===== src/rtl/alu_pkg.sv =====
// Shared definitions for the shared-ALU front end: ALU control codes and the
// arbiter FSM state encoding.
package alu_pkg;

  localparam logic [3:0] ALU_AND   = 4'b0000;
  localparam logic [3:0] ALU_ORR   = 4'b0001;
  localparam logic [3:0] ALU_ADD   = 4'b0010;
  localparam logic [3:0] ALU_SUB   = 4'b0110;
  localparam logic [3:0] ALU_PASSB = 4'b0111;
  localparam logic [3:0] ALU_NOR   = 4'b1100;

  typedef logic [0:0] arb_state_t;

  localparam arb_state_t ST_IDLE = 1'b0;
  localparam arb_state_t ST_RESP = 1'b1;

endpackage


===== src/rtl/alu_core.sv =====
// Combinational 64-bit ALU: AND/ORR/ADD/SUB/PASSB/NOR, any other code yields 0.
// Arithmetic wraps modulo 2^WIDTH; carry and overflow are not produced.
module alu_core
  import alu_pkg::*;
#(
  parameter int WIDTH = 64,
  parameter int OPW   = 4
) (
  input  logic [WIDTH-1:0] a_i,
  input  logic [WIDTH-1:0] b_i,
  input  logic [OPW-1:0]   op_i,
  output logic [WIDTH-1:0] result_o,
  output logic             zero_o
);

  // ALU function decode
  always_comb begin
    result_o = {WIDTH{1'b0}};
    case (op_i)
      ALU_AND:   result_o = a_i & b_i;
      ALU_ORR:   result_o = a_i | b_i;
      ALU_ADD:   result_o = a_i + b_i;
      ALU_SUB:   result_o = a_i - b_i;
      ALU_PASSB: result_o = b_i;
      ALU_NOR:   result_o = ~(a_i | b_i);
      default:   result_o = {WIDTH{1'b0}};
    endcase
    zero_o = (result_o == {WIDTH{1'b0}});
  end

endmodule


===== src/rtl/alu_share_arbiter.sv =====
// Two-requester front end sharing one alu_core, with a registered valid/ready result.
// Define ALU_ARB_FIXED_PRIO_EN for fixed priority (requester 0 wins); default is round-robin.
module alu_share_arbiter
  import alu_pkg::*;
#(
  parameter int WIDTH = 64,
  parameter int OPW   = 4
) (
  input  logic             clk,
  input  logic             rst_n,
  input  logic [1:0]       req_valid,
  output logic [1:0]       req_ready,
  input  logic [WIDTH-1:0] req_a0,
  input  logic [WIDTH-1:0] req_a1,
  input  logic [WIDTH-1:0] req_b0,
  input  logic [WIDTH-1:0] req_b1,
  input  logic [WIDTH-1:0] req_imm0,
  input  logic [WIDTH-1:0] req_imm1,
  input  logic [1:0]       req_src,
  input  logic [OPW-1:0]   req_op0,
  input  logic [OPW-1:0]   req_op1,
  output logic             rsp_valid,
  input  logic             rsp_ready,
  output logic             rsp_id,
  output logic [WIDTH-1:0] rsp_result,
  output logic             rsp_zero
);

  arb_state_t       state_q, state_d;
  logic             grant_s;
  logic             accept_s;
  logic [WIDTH-1:0] opa_s, opb_s;
  logic [OPW-1:0]   op_s;
  logic [WIDTH-1:0] alu_result_s;
  logic             alu_zero_s;
  logic [WIDTH-1:0] result_q, result_d;
  logic             zero_q, zero_d;
  logic             id_q, id_d;

`ifdef ALU_ARB_FIXED_PRIO_EN
  // Fixed priority: requester 1 only wins when requester 0 is idle
  always_comb begin
    grant_s = ~req_valid[0];
  end
`else
  logic last_q, last_d;

  // Round-robin: on contention the requester that was not granted last wins
  always_comb begin
    if (req_valid == 2'b11) begin
      grant_s = ~last_q;
    end else begin
      grant_s = req_valid[1];
    end
  end

  // Grant pointer moves only on an accepted transfer
  always_comb begin
    if (accept_s) begin
      last_d = grant_s;
    end else begin
      last_d = last_q;
    end
  end

  // Pointer register; resets to 1 so requester 0 wins the first contention
  always_ff @(posedge clk or negedge rst_n) begin
    if (!rst_n) begin
      last_q <= 1'b1;
    end else begin
      last_q <= last_d;
    end
  end
`endif

  // Accept depends only on state, req_valid and pointer; rst_n masks ready during reset
  always_comb begin
    accept_s = rst_n && (state_q == ST_IDLE) && (req_valid != 2'b00);
    if (accept_s) begin
      req_ready = grant_s ? 2'b10 : 2'b01;
    end else begin
      req_ready = 2'b00;
    end
  end

  // Grant-selected operand mux with per-requester ALUSrc
  always_comb begin
    if (grant_s) begin
      opa_s = req_a1;
      opb_s = req_src[1] ? req_imm1 : req_b1;
      op_s  = req_op1;
    end else begin
      opa_s = req_a0;
      opb_s = req_src[0] ? req_imm0 : req_b0;
      op_s  = req_op0;
    end
  end

  alu_core #(
    .WIDTH (WIDTH),
    .OPW   (OPW)
  ) u_alu_core (
    .a_i      (opa_s),
    .b_i      (opb_s),
    .op_i     (op_s),
    .result_o (alu_result_s),
    .zero_o   (alu_zero_s)
  );

  // FSM next state and result capture
  always_comb begin
    state_d  = state_q;
    result_d = result_q;
    zero_d   = zero_q;
    id_d     = id_q;
    case (state_q)
      ST_IDLE: begin
        if (accept_s) begin
          state_d  = ST_RESP;
          result_d = alu_result_s;
          zero_d   = alu_zero_s;
          id_d     = grant_s;
        end else begin
          state_d  = ST_IDLE;
        end
      end
      ST_RESP: begin
        if (rsp_ready) begin
          state_d = ST_IDLE;
        end else begin
          state_d = ST_RESP;
        end
      end
      default: begin
        state_d = ST_IDLE;
      end
    endcase
  end

  // State and response registers; async reset discards any pending result
  always_ff @(posedge clk or negedge rst_n) begin
    if (!rst_n) begin
      state_q  <= ST_IDLE;
      result_q <= {WIDTH{1'b0}};
      zero_q   <= 1'b0;
      id_q     <= 1'b0;
    end else begin
      state_q  <= state_d;
      result_q <= result_d;
      zero_q   <= zero_d;
      id_q     <= id_d;
    end
  end

  assign rsp_valid  = (state_q == ST_RESP);
  assign rsp_id     = id_q;
  assign rsp_result = result_q;
  assign rsp_zero   = zero_q;

endmodule


===== config.mk =====
export PLATFORM = sky130hd
export DESIGN_NAME = alu_share_arbiter
export DESIGN_NICKNAME = d
export VERILOG_FILES = /design/src/rtl/alu_pkg.sv /design/src/rtl/alu_core.sv /design/src/rtl/alu_share_arbiter.sv
export SDC_FILE = /design/constraint.sdc
export NUM_CORES = 1
export LEC_CHECK = 0
export ABC_AREA = 1
export ABC_CLOCK_PERIOD_IN_PS = 9650
export CELL_PAD_IN_SITES_DETAIL_PLACEMENT = 1
export CELL_PAD_IN_SITES_GLOBAL_PLACEMENT = 1
export CORE_ASPECT_RATIO = 1.2
export CORE_MARGIN = 2
export CORE_UTILIZATION = 34
export DETAILED_ROUTE_END_ITERATION = 8
export PLACE_DENSITY = 0.89
export SLEW_MARGIN = 20
export SYNTH_ARGS = -nofsm -noshare
export SYNTH_HDL_FRONTEND = slang
export SYNTH_HIERARCHICAL = 1
export SYNTH_SLANG_ARGS = --single-unit

===== constraint.sdc =====
create_clock -name clk -period 9.65 [get_ports clk]
set_input_delay 0.965 -clock clk [delete_from_list [all_inputs] [get_ports clk]]
set_output_delay 0.965 -clock clk [all_outputs]
set_load 0.005 [all_outputs]

# ---- Word level (Yosys, flattened, before mapping)
# Cells that the tools add are included.
dict set report classes {
  addsub 2
  eq_ne 6
  mux 12
  bitwise_logic 5
  reduce_logical 6
}
# op count
set op_table {}
lappend op_table {{one-hot mux 64 bit (6 select lines)} 1}
lappend op_table {{two-way mux 64 bit} 4}
lappend op_table {{adder 64 bit} 1}
lappend op_table {{bitwise AND 64 bit} 1}
lappend op_table {{logical NOT 64 bit} 1}
lappend op_table {{inverter 64 bit} 1}
lappend op_table {{OR 64 bit} 1}
lappend op_table {{subtractor 64 bit} 1}
lappend op_table {{== test 4 x 3 -> 1 bit, second input constant} 2}
lappend op_table {{== test 4 x 1 -> 1 bit, second input constant} 1}
lappend op_table {{== test 4 x 2 -> 1 bit, second input constant} 1}
lappend op_table {{== test 4 bit, second input constant} 1}
lappend op_table {{logical NOT 4 bit} 1}
lappend op_table {{two-way mux 2 bit} 2}
lappend op_table {{two-way mux 4 bit} 1}
lappend op_table {{two-way mux 1 bit} 3}
lappend op_table {{== test 2 bit, second input constant} 1}
lappend op_table {{logical AND 1 bit} 2}
lappend op_table {{inverter 1 bit} 2}
lappend op_table {{one-hot mux 1 bit (2 select lines)} 1}
lappend op_table {{AND reduction 2 bit} 1}
lappend op_table {{nonzero test 2 bit} 1}
dict set report totals {
  register_bits 68
  in_bits 399
  elab_cells 36
}

# ---- Depth between registers and ports, before layout
# Gate-level depths: netlist (run 1).
dict set report logic_depth {
  ltp_word 7
  depth_mapped 44
}

# ---- By module
# Netlist (run 1), hierarchy kept.
# mod instances cells_each area_each_um2 seq_area_each_um2
set modules_own_cells {}
lappend modules_own_cells {alu_core 1 2185 10309.9 0.0}
lappend modules_own_cells {alu_share_arbiter 1 1138 5918.2 1702.9}

# ---- Worst setup path before layout (run 1)
# OpenSTA, ideal clock, no wires.
dict set report synth_timing {
  path_kind {input -> register}
  from {in req_valid[0]}
  to {reg zero_q, in the netlist rsp_zero}
  arrival_ns 4.910
  required_ns 9.585
  setup_slack_ns 4.675
  cell_stages 39
  path_buffers 1
  cell_sequence {nand2_1 > nand2_2 > inv_2 > buf_2 > nand2_1 > nand2_1 > inv_1 > ha_1 > nand3_4 > nor2_2 > nand2_2 > nor2_1 > nand4_1 > nor2_1 > nand3_2 > inv_2 > nand2_2 > o31ai_2 > [... 3 more ...] > nand2_1 > nor2_1 > inv_1 > nor2_1 > nand2_1 > nor2_1 > nand2_1 > nand3_1 > nand2_1 > nand3_1 > nand2_1 > nor2_1 > nand2_1 > nor2_1 > nand2_1 > nor3_2 > nand3_1 > nand2_1}
}
dict set report synth_between {
  elab_cells_between_ends 21
  classes_between {2 x add/sub; 6 x eq/ne; 5 x mux; 3 x bitwise; 5 x reduce/logical}
}
# element line_no
set synth_lines {}
lappend synth_lines {{start: declaration} alu_share_arbiter.sv:11} ;# input logic [1:0] req_valid,
lappend synth_lines {{== test 2 bit *} alu_share_arbiter.sv:50} ;# if (req_valid == 2'b11) begin
lappend synth_lines {{two-way mux 1 bit *} alu_share_arbiter.sv:50}
lappend synth_lines {{two-way mux 64 bit *} alu_share_arbiter.sv:88} ;# if (grant_s) begin
lappend synth_lines {{via opb_s[0]} alu_share_arbiter.sv:32} ;# logic [WIDTH-1:0] opa_s, opb_s;
lappend synth_lines {{subtractor 64 bit / adder 64 bit (equally long branches)} {alu_core.sv:23, alu_core.sv:22}}
lappend synth_lines {{one-hot mux 64 bit (6 select lines) *} alu_core.sv:19} ;# case (op_i)
lappend synth_lines {{via alu_result_s[45]} alu_share_arbiter.sv:34} ;# logic [WIDTH-1:0] alu_result_s;
lappend synth_lines {{logical NOT 64 bit *} alu_core.sv:28} ;# zero_o = (result_o == {WIDTH{1'b0}});
lappend synth_lines {{via alu_zero_s} alu_share_arbiter.sv:35} ;# logic alu_zero_s;
lappend synth_lines {{end signal: assignment} alu_share_arbiter.sv:150} ;# zero_q <= zero_d;
lappend synth_lines {{end: declaration} alu_share_arbiter.sv:37} ;# logic zero_q, zero_d;
# The timed path passes the listed nets; every way through them passes the cells marked *.
# A chain may end at the register's enable or synchronous reset.

# ---- Worst setup path after layout (run 1)
dict set report layout_timing {
  from {in req_valid[1]}
  to {reg zero_q, in the netlist rsp_zero}
}
dict set report layout_between {
  elab_cells_between_ends 21
  classes_between {2 x add/sub; 6 x eq/ne; 5 x mux; 3 x bitwise; 5 x reduce/logical}
}
# element line_no
set layout_lines {}
lappend layout_lines {{== test 2 bit} alu_share_arbiter.sv:50}
lappend layout_lines {{two-way mux 1 bit *} alu_share_arbiter.sv:50}
lappend layout_lines {{two-way mux 4 bit *} alu_share_arbiter.sv:88}
lappend layout_lines {{via op_s[3]} alu_share_arbiter.sv:33} ;# logic [OPW-1:0] op_s;
lappend layout_lines {{== test 4 bit (tied with other cells)} alu_core.sv:19}
lappend layout_lines {{one-hot mux 64 bit (6 select lines) *} alu_core.sv:19}
lappend layout_lines {{via alu_result_s[9]} alu_share_arbiter.sv:34}
lappend layout_lines {{logical NOT 64 bit *} alu_core.sv:28}
lappend layout_lines {{via alu_zero_s} alu_share_arbiter.sv:35}
# Marks and branches as above.

==> qor.yml, run 1 <==
setup_path:
  path_common_cell: "nand2_1"
  worst_path_max_delay_cell: "clkdlybuf4s50_1"
  setup.worst_path.end_class: "flop"
  r2r-start: "last_q"
  crit_type: "input pin to flop"
  rr_endpoint: "rsp_zero"
  cp.arrival_ns: 7.64
  cp_max_fo: 52
  critical_path.endpoint: "rsp_zero"
  critPathMaxStageDelay_ns: 0.54
  startpoint: "req_valid[1]"
  crit_required_ns: 9.93
  critPathLaunchType: "input pin"
  r2r_slack_ns: 2.94
  worstRegToRegCells: 35
floorplanning:
  core_area_um2: 47000
  start_util_pct: 34.5
  io_pins: 468
  row_count: 87
  dieHeight_um: 243
  fp.dieW_um: 203
  die-area_um2: 49500
yosys:
  ys_ff_latch: 68
  ys_top_cells_by_area: "nand2_1 (40%), dfrtp_1 (10%), inv_1 (10%)"
  async_flop_share_pct: 100
  yosys_warnings: 6
  ys.flop_type: "dfrtp_1"
  synth_edf_count: 0
  synth.yosys.seq_area_share_pct: 10.5
  syn_area_um2: 16200
  synth.avg_cell_area_um2: 4.88
  syn_nets: 3789
  yosysTopAreaCellShare_pct: 39.8
  postSynthCellCount: 3323
  yosys.area.top_type: "nand2_1"
  synth.distinct_cells: 48
run_status:
  status: "finished, final reports clean"
clock_network:
  clk_latency_ns: 0.35
  cts_resized: 0
  holdBufCountCts: 0
  clk_pin_slew_worst_paths_ns: 0.05
  post_cts_buffers: 0
  clock_path_buffers: 2
  cts_buffers: 9
  cts_root_buf: "clkbuf_16"
  cts_tree: "yes"
  cts.sinks: 68
  h-tree-depth: 3
grt:
  grt_antenna_before_repair: 1
  grt_usage_pct: 32.8
  grt_max_degree: 70
  grt_pass1_vias: 22372
  grt_pass1_wl_um: 127000
  overflow: 0
cells_and_area:
  fin_util_pct: 45.7
  area_growth_syn_to_layout_pct: 32.5
  nets: 4159
  stdcell_area_um2: 21500
  insertedDiodeCount: 0
  layout_commonest_cell: "nand2_1"
  layout_common_cells: "nand2_1 (1,720), clkdlybuf4s50_1 (464), inv_1 (437)"
  drive_above_1_share_pct: 2.65
routing:
  drc: 0
  wl_per_cell_um: 18.9
  routed-via-count: 22682
  dr.pass1.iters: 6
  via_per_inst: 5.25
  ant_nets: 0
  drtIter0Drc: 1652
  routed_wl_um: 81800
sta:
  finalCriticalPeriod_ns: 7.36
  hold_viol_final: 0
  rsz0062_at_grt: "no"
  max_slew.worst_pin.slew_ns: 0.973
  fin_skew_ns: 0.00820
  relSlewSlack_pct: 35.2
  finalSetupViolations: 0
  slew_viol_final: 0
  fmax_mhz: 136
  period_share_pct: 76.3
  tns_ns: 0
  setup_slack_ns: 2.29
placed_design:
  preCtsSetupSlack_ns: 2.01
  gp_congestion: 1.01
  place.detailed.hpwl_um: 70300
  port_buffers: 467
  placed_area_um2: 21200
job:
  maxCapViolations: 0
worst_hold_path:
  hp-class: "flop to flop"
power_and_ir_drop:
  power_density_nw_per_um2: 138
  p_leak_nw: 12.1
  ir_worst_vdd_mv: 0.0729
## state kept, by name (all words and copies together) (netlist names)
| signal | cells |
|---|---|
| rsp_valid | 1 |
| last_q | 1 |
| rsp_zero | 1 |
| rsp_result | 64 |
| rsp_id | 1 |
## metrics by stage
stage	power, mW	hold slack (ns)	cells
after floorplan	1.71	0.443	3323
after global placement	2.55	0.453	4305
after detailed placement	2.60	0.460	4305
after CTS	2.95	0.473	4321
after global routing	3.24	0.484	4321
final	2.97	0.467	4321
## worst max-delay path, delay by kind of cell
family	cells	cell delay, ns
AND/OR/NAND/NOR	22	3.45
adder cells (fa/ha/maj)	1	0.36
buffers and inverters	8	2.52
XOR/XNOR	1	0.25
## layout make-up
class                           instances  area, µm²
Multi-Input combinational cell       2681      12200
Fill cell                            6956      25500
Tap cell                              623        779
Clock buffer                            9        225
Sequential cell                        68       1700
Inverter                              446       1680
Timing Repair Buffer                  487       4810
Clock inverter                          7       67.6
## Yosys cell counts (all sizes together), types with 2 or more instances
| library cell | n |
|---|---|
| a211oi | 2 |
| nand3 | 210 |
| a221oi | 53 |
| nand2 | 1727 |
| nand3b | 14 |
| nor4 | 18 |
| a21oi | 55 |
| buf | 78 |
| o31ai | 6 |
| dfrtp | 67 |
| nor2 | 242 |
| o21ai | 84 |
| and3 | 5 |
| xor2 | 59 |
| clkbuf | 50 |
| nor3 | 84 |
| nand4 | 32 |
| inv | 446 |
| a21boi | 4 |
| and2 | 4 |
| ha | 66 |
| or2 | 8 |
## where the power goes
group | internal [mW] | leakage [nW] | switching, mW
Clock | 0.199 | 0.149 | 0.128
Combinational | 0.790 | 11.1 | 1.44
Sequential | 0.365 | 0.901 | 0.0455
Total | 1.35 | 12.1 | 1.61
## cell families after synthesis
kind of cell / synth area share, %
xor gates and xnor gates: 3.24
buffers and inverters: 14.2
DFF: 10.5
and+or+nand+nor: 58.7
AOI/OAI and AO/OA: 8.14
adders and majority gates: 5.21
## metal layers
metal / GRT usage, % / wire (µm) / share of wire [%]
met5: 0 / 18 / 0.022
met4: 12.8 / 3340 / 4.1
met3: 3.38 / 5590 / 6.8
met2: 54.9 / 37700 / 46
met1: 43.1 / 35200 / 43
## how the worst min path moves through the flow
stage | slack, ns | end | startpoint | depth (start not counted)
final | 0.47 | rsp_result[42] | rsp_result[42] | 2
after global routing | 0.48 | last_q | last_q | 2
after detailed placement | 0.46 | rsp_result[21] | rsp_result[21] | 2
after CTS | 0.47 | rsp_result[21] | rsp_result[21] | 2
after global placement | 0.45 | last_q | last_q | 2
after floorplan | 0.44 | last_q | last_q | 2
No activity file was read; power rests on OpenSTA's default activity.
==> inputs of run 2 (changes only) <==
--- a/config.mk
+++ b/config.mk
@@ -6,14 +6,14 @@
 export NUM_CORES = 1
 export LEC_CHECK = 0
 export ABC_AREA = 1
-export ABC_CLOCK_PERIOD_IN_PS = 9650
+export ABC_CLOCK_PERIOD_IN_PS = 6660
 export CELL_PAD_IN_SITES_DETAIL_PLACEMENT = 1
 export CELL_PAD_IN_SITES_GLOBAL_PLACEMENT = 1
 export CORE_ASPECT_RATIO = 1.2
 export CORE_MARGIN = 2
-export CORE_UTILIZATION = 34
+export CORE_UTILIZATION = 29
 export DETAILED_ROUTE_END_ITERATION = 8
-export PLACE_DENSITY = 0.89
+export PLACE_DENSITY = 0.81
 export SLEW_MARGIN = 20
 export SYNTH_ARGS = -nofsm -noshare
 export SYNTH_HDL_FRONTEND = slang
==> constraint.sdc (replaced) <==
create_clock -name clk -period 6.66 [get_ports clk]
set_input_delay 0.666 -clock clk [delete_from_list [all_inputs] [get_ports clk]]
set_output_delay 0.666 -clock clk [all_outputs]
set_load 0.005 [all_outputs]
==> qor.yml, run 2 (same netlist as run 1, synthesis figures left out) <==
run_status:
  status: "finished, final reports clean"  # unchanged
routing:
  wl_per_cell_um: 18.6  # was 18.9 µm
  routed-via-count: 22366  # was 22,682
  drtIter0Drc: 1217  # was 1,652
  ant_nets: 0  # unchanged
  via_per_inst: 5.01  # was 5.25
  drc: 0  # unchanged
  routed_wl_um: 83000  # was 81,800 µm
  dr.pass1.iters: 5  # was 6
grt:
  grt_pass1_wl_um: 126000  # was 127,000 µm
  overflow: 0  # unchanged
  grt_max_degree: 70  # unchanged
  grt_antenna_before_repair: 3  # was 1
  grt_usage_pct: 28.2  # was 32.8%
  grt_pass1_vias: 22142  # was 22,372
sta:
  relSlewSlack_pct: 40.2  # was 35.2%
  rsz0062_at_grt: "no"  # unchanged
  finalSetupViolations: 0  # unchanged
  fin_skew_ns: 0.00653  # was 0.00820 ns
  max_slew.worst_pin.slew_ns: 0.898  # was 0.973 ns
  fmax_mhz: 160
  slew_viol_final: 0  # unchanged
  period_share_pct: 93.6
  hold_viol_final: 0  # unchanged
  tns_ns: 0  # unchanged
  finalCriticalPeriod_ns: 6.23
setup_path:
  rr_endpoint: "rsp_zero"  # unchanged
  path_common_cell: "nand2_1"  # unchanged
  crit_required_ns: 6.94  # was 9.93 ns
  worst_path_max_delay_cell: "nor4_1"  # was clkdlybuf4s50_1
  r2r-start: "last_q"  # unchanged
  startpoint: "req_valid[0]"  # was req_valid[1]
  setup.worst_path.end_class: "flop"  # unchanged
  critPathLaunchType: "input pin"  # unchanged
  cp.arrival_ns: 6.51  # was 7.64 ns
  critPathMaxStageDelay_ns: 0.68  # was 0.54 ns
  r2r_slack_ns: 0.69  # was 2.94 ns
  cp_max_fo: 61  # was 52
  worstRegToRegCells: 30  # was 35
  crit_type: "input pin to flop"  # unchanged
power_and_ir_drop:
  ir_worst_vdd_mv: 0.216  # was 0.0729 mV
  p_leak_nw: 12.3  # was 12.1 nW
  power_density_nw_per_um2: 198  # was 138 nW/µm²
  power_mw: 4.36  # was 2.97 mW
clock_network:
  post_cts_buffers: 0  # unchanged
  cts_buffers: 9  # unchanged
  h-tree-depth: 3  # unchanged
  cts_tree: "yes"  # unchanged
  holdBufCountCts: 0  # unchanged
  clk_latency_ns: 0.34  # was 0.35 ns
  cts_root_buf: "clkbuf_16"  # unchanged
  clk_pin_slew_worst_paths_ns: 0.06  # was 0.05 ns
  cts_resized: 0  # unchanged
  cts.sinks: 68  # unchanged
  clock_path_buffers: 2  # unchanged
cells_and_area:
  layout_common_cells: "nand2_1 (1,720), clkdlybuf4s50_1 (464), inv_1 (437)"  # unchanged
  fin_util_pct: 39.5  # was 45.7%
  layout_commonest_cell: "nand2_1"  # unchanged
  area_growth_syn_to_layout_pct: 35.5  # was 32.5%
  drive_above_1_share_pct: 3.56  # was 2.65%
  largest_reg_flops: 64  # unchanged
  nets: 4194  # was 4,159
  final_cells: 4463  # was 4,321
placed_design:
  gp_congestion: 0.953  # was 1.01
  port_buffers: 467  # unchanged
  placed_cells: 4444  # was 4,305
  place.detailed.hpwl_um: 72000  # was 70,300 µm
floorplanning:
  die-area_um2: 57900  # was 49,500 µm²
  fp.dieW_um: 220  # was 203 µm
  core_area_um2: 55600  # was 47,000 µm²
  start_util_pct: 29.2  # was 34.5%
  dieHeight_um: 263  # was 243 µm
  io_pins: 468  # unchanged
  row_count: 95  # was 87
worst_hold_path:
  hp-class: "input pin to async pin"  # was flop to flop
job:
  maxCapViolations: 0  # unchanged
## run 2: changes by cell type in the layout (fill, tap and decap cells not counted)
cell        before  now
buf_12           0    5
buf_4           20   50
bufinv_16        1    2
clkinv_2         4    1
clkinv_4         2    1
clkinvlp_4       0    1
diode_2          0    3
inv_6            0    2
## run 2: worst max-delay path, delay by kind of cell
kind            cells  cell delay, ns
buf+inv             3            0.82
fa+ha+maj           1            0.43
simple gates       22            3.60
xor+xnor            1            0.15
compound gates      4            0.78
## run 2: per-layer routing
metal  global-route usage [%]  up-vias  wire [µm]
met5                        0        -          0
met4                     10.1        0       3140
met3                     2.46      112       4560
met2                     47.6      644      38800
met1                     37.2    10530      36500
li1                         -    11080          -
## run 2: worst max path at each step
stage                     to  slack (ns)  depth (start not counted)
floorplan           rsp_zero        1.98                         39
global placement    rsp_zero        0.22                         38
detailed placement  rsp_zero        0.17                         38
CTS                 rsp_zero        0.52                         38
global route        rsp_zero       0.006                         38
finish              rsp_zero        0.43                         31
## run 2: per-stage QoR
| step | area (µm²) | hold WS [ns] | setup slack [ns] |
|---|---|---|---|
| after detailed placement | 21700 | 0.459 | 0.173 |
| after CTS | 22000 | 0.349 | 0.523 |
| after global placement | 21700 | 0.454 | 0.222 |
| after floorplan | 16200 | 0.370 | 1.98 |
| after global routing | 22000 | 0.374 | 0.00569 |
| final | 22000 | 0.332 | 0.427 |
## run 2: cell type report
type / instances / area, µm²
clock inverters: 7 / 98.8
repair buffers: 522 / 5130
diodes: 3 / 7.51
fillers: 7968 / 33600
flip-flops and latches: 68 / 1700
inverters: 446 / 1680
clock buffers: 9 / 225
well taps: 727 / 910
multi-input cells: 2681 / 12200
## run 2: power by group
| group | internal, mW | switching, mW |
|---|---|---|
| logic | 1.18 | 2.06 |
| registers | 0.529 | 0.0662 |
| clock network | 0.330 | 0.193 |
